### src/rtl/cs_left_seq.sv
// Sequential circular left-shifter: rotates a captured word left by one bit per clock,
// then presents the result with a single-cycle done pulse.
module cs_left_seq #(
    parameter int unsigned WIDTH = 32,
    parameter int unsigned SHW   = 5
) (
    input  logic             clock,
    input  logic             resetn,
    input  logic             start,
    input  logic [WIDTH-1:0] din,
    input  logic [SHW-1:0]   amt,
    output logic             busy,
    output logic             done,
    output logic [WIDTH-1:0] result
);

    typedef enum logic [1:0] {
        StIdle,
        StRot,
        StFin
    } state_e;

    state_e           r_state;
    logic [WIDTH-1:0] r_work;
    logic [SHW-1:0]   r_cnt;
    logic             r_busy;
    logic             r_done;
    logic [WIDTH-1:0] r_result;

    state_e           w_state_d;
    logic [WIDTH-1:0] w_work_d;
    logic [SHW-1:0]   w_cnt_d;
    logic             w_busy_d;
    logic             w_done_d;
    logic [WIDTH-1:0] w_result_d;

    always_comb begin
        w_state_d  = r_state;
        w_work_d   = r_work;
        w_cnt_d    = r_cnt;
        w_busy_d   = r_busy;
        w_done_d   = 1'b0;
        w_result_d = r_result;

        case (r_state)
            StIdle: begin
                if (start) begin
                    w_work_d  = din;
                    w_cnt_d   = amt;
                    w_busy_d  = 1'b1;
                    // A zero amount skips rotation and goes straight to the result edge.
                    w_state_d = (amt != '0) ? StRot : StFin;
                end
            end
            StRot: begin
                w_work_d = {r_work[WIDTH-2:0], r_work[WIDTH-1]};
                w_cnt_d  = r_cnt - SHW'(1);
                if (r_cnt == SHW'(1)) begin
                    w_state_d = StFin;
                end
            end
            StFin: begin
                w_result_d = r_work;
                w_done_d   = 1'b1;
                w_busy_d   = 1'b0;
                w_state_d  = StIdle;
            end
            default: begin
                w_state_d = StIdle;
                w_busy_d  = 1'b0;
            end
        endcase
    end

    always_ff @(posedge clock or negedge resetn) begin
        if (!resetn) begin
            r_state  <= StIdle;
            r_work   <= '0;
            r_cnt    <= '0;
            r_busy   <= 1'b0;
            r_done   <= 1'b0;
            r_result <= '0;
        end else begin
            r_state  <= w_state_d;
            r_work   <= w_work_d;
            r_cnt    <= w_cnt_d;
            r_busy   <= w_busy_d;
            r_done   <= w_done_d;
            r_result <= w_result_d;
        end
    end

    assign busy   = r_busy;
    assign done   = r_done;
    assign result = r_result;

endmodule

### config.mk
export PLATFORM = sky130hd
export DESIGN_NAME = cs_left_seq
export DESIGN_NICKNAME = d
export VERILOG_FILES = /design/src/rtl/cs_left_seq.sv
export SDC_FILE = /design/constraint.sdc
export NUM_CORES = 1
export LEC_CHECK = 0
export CAP_MARGIN = 25
export CORE_MARGIN = 2
export CORE_UTILIZATION = 40
export DETAILED_ROUTE_END_ITERATION = 10
export GPL_TIMING_DRIVEN = 0
export PLACE_DENSITY_LB_ADDON = 0.15
export SLEW_MARGIN = 20
export SYNTH_ARGS = -nofsm -noshare
export SYNTH_HDL_FRONTEND = slang
export SYNTH_SLANG_ARGS = --single-unit
### constraint.sdc
create_clock -name clock -period 1.42 [get_ports clock]
set_clock_uncertainty 0.05 [all_clocks]
set_input_delay 0.213 -clock clock [delete_from_list [all_inputs] [get_ports clock]]
set_output_delay 0.213 -clock clock [all_outputs]
set_load 0.03 [all_outputs]
; ---- Yosys cells after proc, flatten, opt, wreduce, memory -nomap -nowiden
; Cells that the tools add are included.
[totals]
register_bits = 73
out_inout_bits = 34
elab_cells = 30
[classes]
mux = 11
n_bitwise = 1
eq_ne = 5
n_addsub = 1
reduce_logical = 6
[op_table]
columns = cell, count
row1 = 32-bit one-hot mux with 2 select lines, 1
row2 = 32-bit 2-to-1 mux, 1
row3 = 5-bit one-hot mux with 2 select lines, 1
row4 = 2-bit 2-to-1 mux, 3
row5 = 2-bit AND reduction, 3
row6 = 5-bit by 1-bit == test with 1-bit output (second input constant), 1
row7 = 5-bit 2-to-1 mux, 1
row8 = 5-bit nonzero test, 1
row9 = 5-bit by 1-bit subtractor with 5-bit output (second input constant), 1
row10 = 2-bit inequality test (second input constant), 2
row11 = 2-bit one-hot mux with 2 select lines, 1
row12 = 2-bit by 1-bit == test with 1-bit output (second input constant), 1
row13 = 2-bit == test (second input constant), 1
row14 = 2-bit logical NOT, 1
row15 = 1-bit 2-to-1 mux, 2
row16 = 1-bit one-hot mux with 2 select lines, 1
row17 = 2-bit nonzero test, 1
row18 = 1-bit NOT, 1

; ---- Logic depth before layout (Yosys ltp)
[depth]
word_depth = 4
mapped_depth = 5
depth_no_buf = 5

; ---- Worst setup path before layout
; Ideal clock, no wire load.
[synth_timing]
kind = register -> register
from = register r_cnt[0]
to = register r_cnt[4]
path_stages_with_launch = 6
synth_period_minus_slack_ps = 1549
setup_slack_ps = -129
arrival_time_ps = 1376
path_cell_list = dfrtp_1 > inv_1 > ha_1 > or3b_1 > or3_1 > o221a_2
[synth_via]
elab_chain_cells = 2
[synth_rtl]
columns = element, line_no
row1 = from (decl), 25  ; logic [SHW-1:0] r_cnt;
row2 = from (signal assigned), 86  ; r_cnt <= w_cnt_d;
row3 = 5-bit by 1-bit subtractor with 5-bit output, 57  ; w_cnt_d = r_cnt - SHW'(1);
row4 = 5-bit one-hot mux with 2 select lines, 45  ; case (r_state)
; No other way between the ends.
; A chain may end at the register's enable or synchronous reset.

; ---- Worst setup path after layout
[layout_timing]
from = register r_cnt[1]
to = register r_cnt[4]
; The elaborated chain is that of the path after synthesis.

==> qor.txt <==
WORST HOLD PATH
-------------------------------------------------------------------------------------
Path class of the lowest-slack min-delay path .......................... input port to async pin

ROUTE
-------------------------------------------------------------------------------------
Count of unresolved DRC violations after routing .......................            0
Post-route antenna net violation count .................................            0
Length of the first detailed-routing pass in iterations ................            4
Count of routing violations after the opening detailed-route iteration .           42
Detailed Route WL ......................................................      6810 um
DR vias/cell ...........................................................         4.87
Routed vias ............................................................         2234
Routed length per placed instance ......................................      14.8 um

PWR
-------------------------------------------------------------------------------------
Static leakage .........................................................   0.00230 uW
Sum of internal, switching and leakage power ...........................      7640 uW
PD cells ............................................................... 1720 mW/mm^2
Max IR drop VDD ........................................................     0.717 mV

SYNTH
-------------------------------------------------------------------------------------
Largest area contributor in the netlist ................................ sky130_fd_sc_hd__dfrtp_1
Share of the synthesized area in the top cell type .....................        0.556
Number of nets produced by synthesis ...................................          301
Top area cells in the synthesized netlist .............................. sky130_fd_sc_hd__dfrtp_1, sky130_fd_sc_hd__mux2_4, sky130_fd_sc_hd__mux2i_1, sky130_fd_sc_hd__o21ai_0, sky130_fd_sc_hd__nand2_1
Post-synth cell types ..................................................           30
Sequential fraction of the synthesis area ..............................        0.556
Count of mapped cells out of synthesis .................................          259
Yosys warns ............................................................            0
Register bit count reported by yosys ...................................           73
Synth Cell Area ........................................................ 0.00329 mm^2
Average size of a mapped cell ..........................................    12.7 um^2

WORST SETUP PATH
-------------------------------------------------------------------------------------
Cell-by-cell trace of the critical path ................................ inv_2, ha_4, or3b_4, or3_1, o221a_2
Worst setup SP type ....................................................     register
FF-to-FF Start .........................................................     r_cnt[1]
Buffer and inverter count on the worst path ............................            1
CP required ............................................................      1.60 ns
Worst r2r path cells ...................................................            5
Worst Path Class, Setup ................................................ register to register
Top cell family by delay on the critical path .......................... simple AND/OR/NAND/NOR gates
Endpoint of the worst register-to-register path ........................     r_cnt[4]
Cell with the largest stage delay on the worst path .................... sky130_fd_sc_hd__dfrtp_1
Category of the worst setup path capture point .........................     register
Delay of the slowest critical-path stage ...............................      0.41 ns
Register-to-register setup slack .......................................     -0.18 ns
Worst-path fanout max ..................................................            3
Arrival time worst endpoint ............................................      1.77 ns

PLACEMENT
-------------------------------------------------------------------------------------
PortBufs ...............................................................           73
Placement Cell Area .................................................... 0.00417 mm^2
Final Wtd Congestion ...................................................        0.769
Half-perimeter wire length after placement .............................      4650 um

OUTCOME
-------------------------------------------------------------------------------------
Failing checks ......................................................... negative setup slack
Run status ............................................................. complete, but fails checks

LAYOUT
-------------------------------------------------------------------------------------
Synthesis-to-finish area growth ........................................        35.4%
Leading cell type in the layout, fill and taps excluded ................ sky130_fd_sc_hd__dfrtp_1
Diodes inserted ........................................................            0
Final Core Density .....................................................        0.550
Most frequent cells in the layout ...................................... sky130_fd_sc_hd__dfrtp_1, sky130_fd_sc_hd__clkdlybuf4s50_1, sky130_fd_sc_hd__nand2_1
Share of final-layout standard cells stronger than drive strength 1 ....        0.223
Final Cell Area ........................................................ 0.00445 mm^2
Post-layout net count ..................................................          391

CLOCKING
-------------------------------------------------------------------------------------
Clock transition at path regs ..........................................      0.08 ns
H-tree level count .....................................................            3
CTS Sinks ..............................................................           73
Clock Tree Buf Depth ...................................................            2
Clock tree from TritonCTS ..............................................          yes
Latest clock arrival within the worst-skew pair ........................      0.34 ns
Total CTS buffers ......................................................            9
Cell chosen for the clock root ......................................... sky130_fd_sc_hd__clkbuf_8

STA
-------------------------------------------------------------------------------------
RSZ-0062 raised after global routing ...................................         true
Final Hold Viols .......................................................            0
Final Slew Violations ..................................................            0
Tightest slew margin relative to the limit .............................        0.716
Worst setup margin .....................................................    -0.175 ns
Fmax ...................................................................    0.627 GHz
Final period utilization ...............................................         1.12
Number of endpoints failing setup at the final stage ...................           30
Worst-margin pin slew ..................................................     0.427 ns
Clock period minus final worst setup slack .............................      1.60 ns

FLOORPLAN
-------------------------------------------------------------------------------------
Area of the core ....................................................... 0.00809 mm^2
Height of the die ......................................................      94.6 um
Number of standard-cell rows in the floorplan ..........................           33
DIE AREA ............................................................... 0.00895 mm^2
Horizontal die dimension ...............................................      94.6 um
Initial Utilization ....................................................        0.406
Ports placed on the boundary ...........................................           74

GLOBAL ROUTING
-------------------------------------------------------------------------------------
Vias in the first global route .........................................         2254
Overflow left after global routing .....................................            0
Global-route wire length before repair .................................     11200 um
Total track usage ......................................................        0.164
Largest net degree at the start of global routing ......................           45
Antenna violations before repair .......................................            0

RUN
-------------------------------------------------------------------------------------
Max-cap viol count .....................................................            0

==> stage by stage <==
stage          instances  hold WS [ns]  setup WS [ns]  setup TNS (ns)
2_1_floorplan        259        -0.133         -0.129          -0.129
3_3_place_gp         437         0.435          -2.56         -196.75
3_5_place_dp         438         0.122         -0.345          -11.28
4_1_cts              456         0.285         -0.247           -2.04
5_1_grt              459         0.327         -0.209           -5.14
6_report             459         0.282         -0.175           -1.21
==> cell type report <==
cell class / count / area, um^2
clock inverter: 5 / 78.8
timing repair buffer: 79 / 752
clock buffer: 11 / 141
multi-input combinational: 164 / 1360
fill: 739 / 3640
sequential: 73 / 1830
tap: 105 / 131
inverter: 6 / 22.5
buffer: 16 / 135
==> worst reg2reg max path: stages, from the launching register on <==
cell                      delay [ns]
sky130_fd_sc_hd__dfrtp_1        0.41
sky130_fd_sc_hd__inv_2          0.09
sky130_fd_sc_hd__ha_4           0.13
sky130_fd_sc_hd__or3b_4         0.37
sky130_fd_sc_hd__or3_1          0.31
sky130_fd_sc_hd__o221a_2        0.13
==> worst max-delay path by stage <==
stage          startpoint         end  cells past startpoint
5_1_grt          r_cnt[1]    r_cnt[4]                      5
3_3_place_gp       resetn  result[10]                      1
2_1_floorplan    r_cnt[0]    r_cnt[4]                      5
4_1_cts          r_cnt[1]    r_cnt[4]                      5
6_report         r_cnt[1]    r_cnt[4]                      5
3_5_place_dp        start  r_work[26]                      6
==> flip-flops by register name, indices dropped and copies added (netlist names) <==
register	flops
done	1
busy	1
result	32
r_work	32
r_state	2
r_cnt	5
==> repair_timing <==
| item | in CTS | in global routing |
|---|---|---|
| hold endpoints to repair | 29 | 0 |
| hold buffers | 1 | 0 |
| pin swaps | 0 | 2 |
| buffers inserted | 1 | 3 |
| endpoints found under the setup margin | 97 | 72 |
| cloned | 0 | 0 |
| gates resized for setup | 39 | 19 |
==> routing by layer <==
layer / track usage / share of wire / routed length, um
met4: 0.0688 / 0.018 / 126
met5: 0 / 0 / 0
met1: 0.232 / 0.48 / 3300
met3: 0.0343 / 0.048 / 330
met2: 0.245 / 0.45 / 3060
==> report_power, final <==
group	total, uW	internal, uW	switching, uW
combinational	2500	1200	1300
clock	1800	1040	765
sequential	3340	2790	546
==> cell usage after synthesis <==
| library cell | instances |
|---|---|
| sky130_fd_sc_hd__buf_4 | 2 |
| sky130_fd_sc_hd__a22o_1 | 1 |
| sky130_fd_sc_hd__or3b_1 | 1 |
| sky130_fd_sc_hd__o21ba_1 | 1 |
| sky130_fd_sc_hd__o221ai_1 | 1 |
| sky130_fd_sc_hd__nor2_1 | 6 |
| sky130_fd_sc_hd__buf_6 | 6 |
| sky130_fd_sc_hd__dfrtp_1 | 73 |
| sky130_fd_sc_hd__o21ai_0 | 28 |
| sky130_fd_sc_hd__mux2_4 | 29 |
| sky130_fd_sc_hd__mux2_2 | 3 |
| sky130_fd_sc_hd__nor3_1 | 2 |
| sky130_fd_sc_hd__nand2b_1 | 2 |
| sky130_fd_sc_hd__mux2i_1 | 34 |
| sky130_fd_sc_hd__nand3b_1 | 1 |
| sky130_fd_sc_hd__inv_1 | 6 |
| sky130_fd_sc_hd__o21bai_1 | 1 |
| sky130_fd_sc_hd__o21ai_1 | 5 |
| sky130_fd_sc_hd__a32oi_1 | 1 |
| sky130_fd_sc_hd__or3_1 | 1 |
| sky130_fd_sc_hd__buf_2 | 6 |
| sky130_fd_sc_hd__nor2b_1 | 3 |
| sky130_fd_sc_hd__clkbuf_1 | 2 |
| sky130_fd_sc_hd__o221a_2 | 2 |
| sky130_fd_sc_hd__a21oi_1 | 2 |
| sky130_fd_sc_hd__nor4b_1 | 1 |
| sky130_fd_sc_hd__nand2_1 | 35 |
| sky130_fd_sc_hd__ha_1 | 2 |
| sky130_fd_sc_hd__nand3_1 | 1 |
| sky130_fd_sc_hd__a31o_2 | 1 |
==> kinds of logic after synthesis <==
group           share of synthesized area
fa+ha+maj                         0.00761
flops                               0.556
buf+inv                            0.0434
compound gates                     0.0762
mux                                 0.246
simple gates                       0.0705
Power figures use the tool's default switching activity.
